$ cat src/rtl/mc_req_queue.sv
// ---------------------------------------------------------------------------
// mc_req_queue
//   Front end of the DDR5 memory controller. A single staging slot accepts a
//   timestamped CPU request and holds it until the free-running CPU cycle
//   counter reaches the request timestamp. The request is then decoded into
//   DDR5 address fields and pushed into an in-order FIFO that the DRAM command
//   scheduler drains from the head.
//
// Ports
//   cpu_clk, rst_n          clock (rising edge) / async active-low reset
//   in_valid, in_ready      request handshake; accepted when both are high
//   in_time/core/type/addr  request fields, sampled only on accept
//   out_valid, out_ready    head handshake; popped when both are high
//   out_time/core/type      head request fields
//   out_row/col/ba/bg/ch/bsel  decoded DDR5 fields of the head entry
//   count, full             FIFO occupancy / occupancy == DEPTH
//   cycle_cnt               free-running CPU cycle counter
//   err_type                one-cycle pulse after an illegal-type accept
// ---------------------------------------------------------------------------
module mc_req_queue #(
  parameter int DEPTH  = 16,
  parameter int TIME_W = 64,
  parameter int CORE_W = 4,
  parameter int ADDR_W = 34
) (
  input  logic                       cpu_clk,
  input  logic                       rst_n,
  input  logic                       in_valid,
  output logic                       in_ready,
  input  logic [TIME_W-1:0]          in_time,
  input  logic [CORE_W-1:0]          in_core,
  input  logic [1:0]                 in_type,
  input  logic [ADDR_W-1:0]          in_addr,
  output logic                       out_valid,
  input  logic                       out_ready,
  output logic [TIME_W-1:0]          out_time,
  output logic [CORE_W-1:0]          out_core,
  output logic [1:0]                 out_type,
  output logic [15:0]                out_row,
  output logic [9:0]                 out_col,
  output logic [1:0]                 out_ba,
  output logic [2:0]                 out_bg,
  output logic                       out_ch,
  output logic [1:0]                 out_bsel,
  output logic [$clog2(DEPTH+1)-1:0] count,
  output logic                       full,
  output logic [TIME_W-1:0]          cycle_cnt,
  output logic                       err_type
);

  localparam int PTR_W = $clog2(DEPTH);
  localparam int CNT_W = $clog2(DEPTH+1);

  typedef enum logic [1:0] {
    S_IDLE    = 2'd0,
    S_WAIT    = 2'd1,
    S_BLOCKED = 2'd2
  } state_t;

  // Decoded request as stored in the FIFO.
  typedef struct packed {
    logic [TIME_W-1:0] t;
    logic [CORE_W-1:0] core;
    logic [1:0]        rtype;
    logic [15:0]       row;
    logic [9:0]        col;
    logic [1:0]        ba;
    logic [2:0]        bg;
    logic              ch;
    logic [1:0]        bsel;
  } entry_t;

  state_t state, state_next;

  logic [TIME_W-1:0] stg_time;
  logic [CORE_W-1:0] stg_core;
  logic [1:0]        stg_type;
  logic [ADDR_W-1:0] stg_addr;

  entry_t            mem [DEPTH];
  entry_t            new_entry;
  entry_t            head;
  logic [PTR_W-1:0]  wr_ptr, rd_ptr;

  logic accept, due, push, pop, push_ok;

  assign accept    = in_valid & in_ready;
  assign due       = (cycle_cnt >= stg_time);
  assign out_valid = (count != '0);
  assign full      = (count == CNT_W'(DEPTH));
  assign pop       = out_valid & out_ready;
  // A full FIFO still takes a push when the head leaves in the same cycle.
  assign push_ok   = (count < CNT_W'(DEPTH)) | pop;

  // ---------------- free-running cycle counter ----------------
  // NOTE: clocked state uses non-blocking assignments so every register
  // samples pre-edge values regardless of process evaluation order.
  always_ff @(posedge cpu_clk or negedge rst_n) begin
    if (!rst_n) cycle_cnt <= '0;
    else        cycle_cnt <= cycle_cnt + TIME_W'(1);
  end

  // ---------------- staging FSM: state register ----------------
  always_ff @(posedge cpu_clk or negedge rst_n) begin
    if (!rst_n) state <= S_IDLE;
    else        state <= state_next;
  end

  // ---------------- staging FSM: next state ----------------
  // NOTE: every combinational output gets a default first so no path
  // through the case leaves it unassigned and infers a latch.
  always_comb begin
    state_next = state;
    unique case (state)
      S_IDLE:    if (accept && in_type != 2'd3) state_next = S_WAIT;
      S_WAIT:    if (due) state_next = push_ok ? S_IDLE : S_BLOCKED;
      S_BLOCKED: if (push_ok) state_next = S_IDLE;
      default:   state_next = S_IDLE;
    endcase
  end

  // ---------------- staging FSM: outputs ----------------
  always_comb begin
    in_ready = 1'b0;
    push     = 1'b0;
    unique case (state)
      S_IDLE:    in_ready = 1'b1;
      S_WAIT:    push     = due & push_ok;
      S_BLOCKED: push     = push_ok;
      default:   in_ready = 1'b0;
    endcase
  end

  // Staging slot: captured only on a legal accept, so in_* are ignored
  // whenever in_ready is low.
  always_ff @(posedge cpu_clk or negedge rst_n) begin
    if (!rst_n) begin
      stg_time <= '0;
      stg_core <= '0;
      stg_type <= '0;
      stg_addr <= '0;
    end else if (accept && in_type != 2'd3) begin
      stg_time <= in_time;
      stg_core <= in_core;
      stg_type <= in_type;
      stg_addr <= in_addr;
    end
  end

  // Illegal requests are dropped; flag them one cycle after the accept.
  always_ff @(posedge cpu_clk or negedge rst_n) begin
    if (!rst_n) err_type <= 1'b0;
    else        err_type <= accept & (in_type == 2'd3);
  end

  // ---------------- address decode at push ----------------
  always_comb begin
    new_entry.t     = stg_time;
    new_entry.core  = stg_core;
    new_entry.rtype = stg_type;
    new_entry.row   = stg_addr[33:18];
    new_entry.col   = {stg_addr[17:12], stg_addr[5:2]};
    new_entry.ba    = stg_addr[11:10];
    new_entry.bg    = stg_addr[9:7];
    new_entry.ch    = stg_addr[6];
    new_entry.bsel  = stg_addr[1:0];
  end

  // ---------------- FIFO storage ----------------
  // NOTE: the entry array has no reset; an entry is only visible after it
  // is written, and emptiness is tracked by count, not by memory contents.
  always_ff @(posedge cpu_clk) begin
    if (push) mem[wr_ptr] <= new_entry;
  end

  // Pointers are exactly log2(DEPTH) bits and wrap on overflow.
  always_ff @(posedge cpu_clk or negedge rst_n) begin
    if (!rst_n) begin
      wr_ptr <= '0;
      rd_ptr <= '0;
      count  <= '0;
    end else begin
      if (push) wr_ptr <= wr_ptr + PTR_W'(1);
      if (pop)  rd_ptr <= rd_ptr + PTR_W'(1);
      unique case ({push, pop})
        2'b10:   count <= count + CNT_W'(1);
        2'b01:   count <= count - CNT_W'(1);
        default: count <= count;
      endcase
    end
  end

  // Head fields are forced to zero while empty so outputs read 0 after reset.
  assign head = mem[rd_ptr];

  always_comb begin
    out_time = '0;
    out_core = '0;
    out_type = '0;
    out_row  = '0;
    out_col  = '0;
    out_ba   = '0;
    out_bg   = '0;
    out_ch   = 1'b0;
    out_bsel = '0;
    if (out_valid) begin
      out_time = head.t;
      out_core = head.core;
      out_type = head.rtype;
      out_row  = head.row;
      out_col  = head.col;
      out_ba   = head.ba;
      out_bg   = head.bg;
      out_ch   = head.ch;
      out_bsel = head.bsel;
    end
  end

endmodule

$ cat config.mk
export PLATFORM = sky130hd
export DESIGN_NAME = mc_req_queue
export DESIGN_NICKNAME = d
export VERILOG_FILES = /design/src/rtl/mc_req_queue.sv
export SDC_FILE = /design/constraint.sdc
export NUM_CORES = 2
export LEC_CHECK = 0
export CORE_ASPECT_RATIO = 1.5
export CORE_UTILIZATION = 40
export CTS_BUF_LIST = sky130_fd_sc_hd__clkbuf_8
export DETAILED_ROUTE_END_ITERATION = 8
export SYNTH_ARGS = -nofsm -noshare
export SYNTH_HDL_FRONTEND = slang
export SYNTH_SLANG_ARGS = --single-unit
export TNS_END_PERCENT = 50
$ cat constraint.sdc
create_clock -name cpu_clk -period 4.8 [get_ports cpu_clk]
set_input_delay 0.96 -clock cpu_clk [delete_from_list [all_inputs] [get_ports cpu_clk]]
set_output_delay 0.96 -clock cpu_clk [all_outputs]
set_load 0.01 [all_outputs]
==> flow_summary_export.csv <==
group,metric,value,unit
timing,whs,0.439,ns
pwr,power_frac_clock,25.2,%
clock_tree,clock_latency,1.02,ns
route,first_iter_violations,2992,
setup_path,r2r_start,"stg_time[63]$_DFFE_PN0P_",
timing,slew_headroom,41.3,%
finish,multi_input_area,16800,um2
finish,fill_cells,14500,
yosys,synth_async_sr_flop_share,9.96,%
clock_tree,cts_buffer_depth,4,
global_routing,antenna_found_initial,12,
yosys,synth-seq-cells,1848,
setup_path,crit_required,3.84,ns
yosys,synth_most_common_cell,"edfxtp_1",
global_routing,grt_overflow_total,0,
hold_path,hold_path_class,"reg2reg",
job,maxCapViolations,0,
setup_path,crit_arrival,3.74,ns
route,via_count,35400,
yosys,synthCells,3230,
setup_path,cp_max_fo,12,
timing,finalSetupViolCount,0,
yosys,syn_area_per_cell,22.4,um2
yosys,ys_seq_area_share,75.6,%
yosys,netlist_area,72200,um2
pwr,p_per_area,573,nW/um2
clock_tree,clkSinkCount,1848,
die,die_w,349,um
hold_path,whs_endpoint,"cycle_cnt[0]$_DFF_PN0_",
pwr,p_leak,29.7,nW
route,first_pass_iters,5,
pwr,sw_frac_of_total,29.8,%
clock_tree,path_clk_slew,0.06,ns
place,gp_congestion,0.787,
die,num_rows,190,
clock_tree,cts_root_buffer,"clkbuf_8",
yosys,ys.flop_type,"edfxtp_1",
die,die_area,182000,um2
setup_path,rr_worst_depth,18,
timing,worst_slack,0.0951,ns
route,ant_nets,0,
yosys,synth_top_area_share,69.2,%
die,core-area,179000,um2
timing,drv_slew,0,
clock_tree,htree_levels,5,
route,drt-total-wl,184000,um
timing,skew,0.0820,ns
pwr,combPwrFrac,30.7,%
route,drc,0,
timing,fin_crit,4.70,ns
global_routing,grt_pass1_wl,264000,um
timing,max_freq,213,MHz
global_routing,grt_util_all_layers,20.4,%
place,dp.final_hpwl,107000,um
timing,finalHoldViolCount,0,
pwr,intPower,0.0351,W
yosys,yosys_warnings,0,
finish,seq_area,54600,um2
finish,drive_gt1_share,30.9,%
yosys,synthTopCellsByArea,"edfxtp_1, mux4_2, dfrtp_1",
yosys,yosysTopAreaCell,"edfxtp_1",
setup_path,regToRegSetupSlack,0.26,ns
place,pre_cts_ws,0.265,ns
timing,finalCritPeriodShare,98.0,%
yosys,ys_types,47,
finish,nNetsFinal,4101,
yosys,synth_edf_count,1664,
setup_path,reg2reg_to,"count[4]$_DFFE_PN0P_",
hold_path,whs_path_depth,1,
die,die_h,522,um
die,start_util,40.3,%
timing,rsz0062_at_grt,"true",
setup_path,crit_type,"reg2out",
outcome,status,"finished, final reports clean",
die,ios,285,
yosys,ys_top_cells_by_count,"edfxtp_1, mux4_2, dfrtp_1, and2_1, mux2_2",
setup_path,worst_setup_path_start_kind,"flip-flop",
finish,area_growth,20.7,%
pwr,power_frac_seq,44.1,%
timing,worst_slew_pin_slew,0.880,ns
yosys,synthesis.nets,3415,
clock_tree,numCtsBuffers,294,
global_routing,grt_pass1_vias,37500,
clock_tree,cts_tree,"built",
place,port_buffers,284,
setup_path,critPathCaptureType,"primary output",
pwr,peakVddDrop,0.000375,V
hold_path,hp-start,"cycle_cnt[0]$_DFF_PN0_",
global_routing,grt_max_degree,77,
route,vias_per_cell,5.41,
route,wl_per_cell,28.2,um
pwr,p_switching,0.0149,W
power by group through the flow:
stage          clock [W]  sequential [W]  combinational, W
2_1_floorplan          0          0.0219           0.00896
3_3_place_gp           0          0.0223            0.0149
3_5_place_dp           0          0.0225            0.0149
4_1_cts           0.0129          0.0220            0.0156
5_1_grt           0.0136          0.0222            0.0164
6_report          0.0126          0.0221            0.0153
sequential cells by signal, indices dropped and copies added, names as in the netlist:
name	cells
stg_time	64
rd_ptr	4
count	5
mem	1664
stg_core	4
state	2
stg_type	2
cycle_cnt	64
wr_ptr	4
err_type	1
stg_addr	34
per-layer routing:
metal / routed length (um) / GRT usage [%] / share of wire, % / up-vias
met1: 74700 / 26.6 / 41 / 19100
li1: - / - / - / 14800
met5: 55 / 0 / 0.030 / -
met3: 11700 / 4.48 / 6.3 / 254
met2: 93500 / 34.2 / 51 / 1183
met4: 4210 / 5.77 / 2.3 / 8
kinds of logic (layout without fill, tap and decap cells):
group	Yosys count	after routing	share of synthesized area (%)
flops	1848	1848	75.6
buf+inv	228	1132	1.31
compound gates	68	68	0.591
simple gates	308	308	2.43
other cells	0	4	0
mux	626	626	17.9
fa+ha+maj	77	77	1.33
xor+xnor	75	75	0.909
placed cells by master (no fill, tap or decap), types with 33 or more instances in the layout:
master              n
and2_1            107
dlymetal6s2s_1     39
clkdlybuf4s50_1   224
edfxtp_1         1664
buf_12            132
ha_1               77
clkbuf_8          320
clkinv_1           45
nand4_1            33
inv_1             188
dfrtp_1           179
nand2_1            50
mux4_2            520
mux2_2            106
buf_4              85
xnor2_1            51
nor2_1             34
worst max-delay path by stage:
stage / start / to / slack, ns / cells past startpoint
after global placement: stg_time[63]$_DFFE_PN0P_ / count[4]$_DFFE_PN0P_ / 0.31 / 18
after detailed placement: stg_time[63]$_DFFE_PN0P_ / count[4]$_DFFE_PN0P_ / 0.26 / 18
after floorplan: stg_time[46]$_DFFE_PN0P_ / mem[11][0]$_DFFE_PP_ / -0.28 / 9
after CTS: rd_ptr[0]$_DFFE_PN0P_ / out_time[3] / -0.1 / 6
final: rd_ptr[0]$_DFFE_PN0P_ / out_bg[2] / 0.1 / 6
after global routing: rd_ptr[0]$_DFFE_PN0P_ / out_col[4] / -0.04 / 6
cell type report:
cell class	instances	share of cell area, %
inverters	81	0.349
well taps	2400	3.44
flip-flops and latches	1848	62.6
clock inverters	194	1.15
multi-input cells	1154	19.3
repair buffers	537	8.13
diodes	4	0.0115
clock buffers	320	5.05
stage by stage:
step,setup TNS [ns],instances,util [%],power (W),instance area (um2)
6_report,0,6538,48.7,0.0500,87200
2_1_floorplan,-197.65,3230,-,0.0308,72200
4_1_cts,-2.74,6522,48.5,0.0505,86900
5_1_grt,-0.118,6535,48.7,0.0522,87200
3_5_place_dp,0,5988,45.2,0.0374,80900
3_3_place_gp,0,5988,45.2,0.0372,80900
critical path: stages, from the launching register on:
cell,delay [ns]
dfrtp_4,0.50
buf_16,0.21
bufbuf_16,0.33
mux4_2,0.52
mux4_2,0.53
and2_1,0.18
clkdlybuf4s50_1,0.47
repair_timing:
| item | CTS | global route |
|---|---|---|
| setup buffers | 9 | 9 |
| hold buffers | 1 | 0 |
| endpoints found under the hold margin | 53 | 0 |
| gates resized for setup | 41 | 50 |
| cloned | 10 | 4 |
| setup endpoints to repair | 104 | 65 |
No activity file was read; power rests on OpenSTA's default activity.
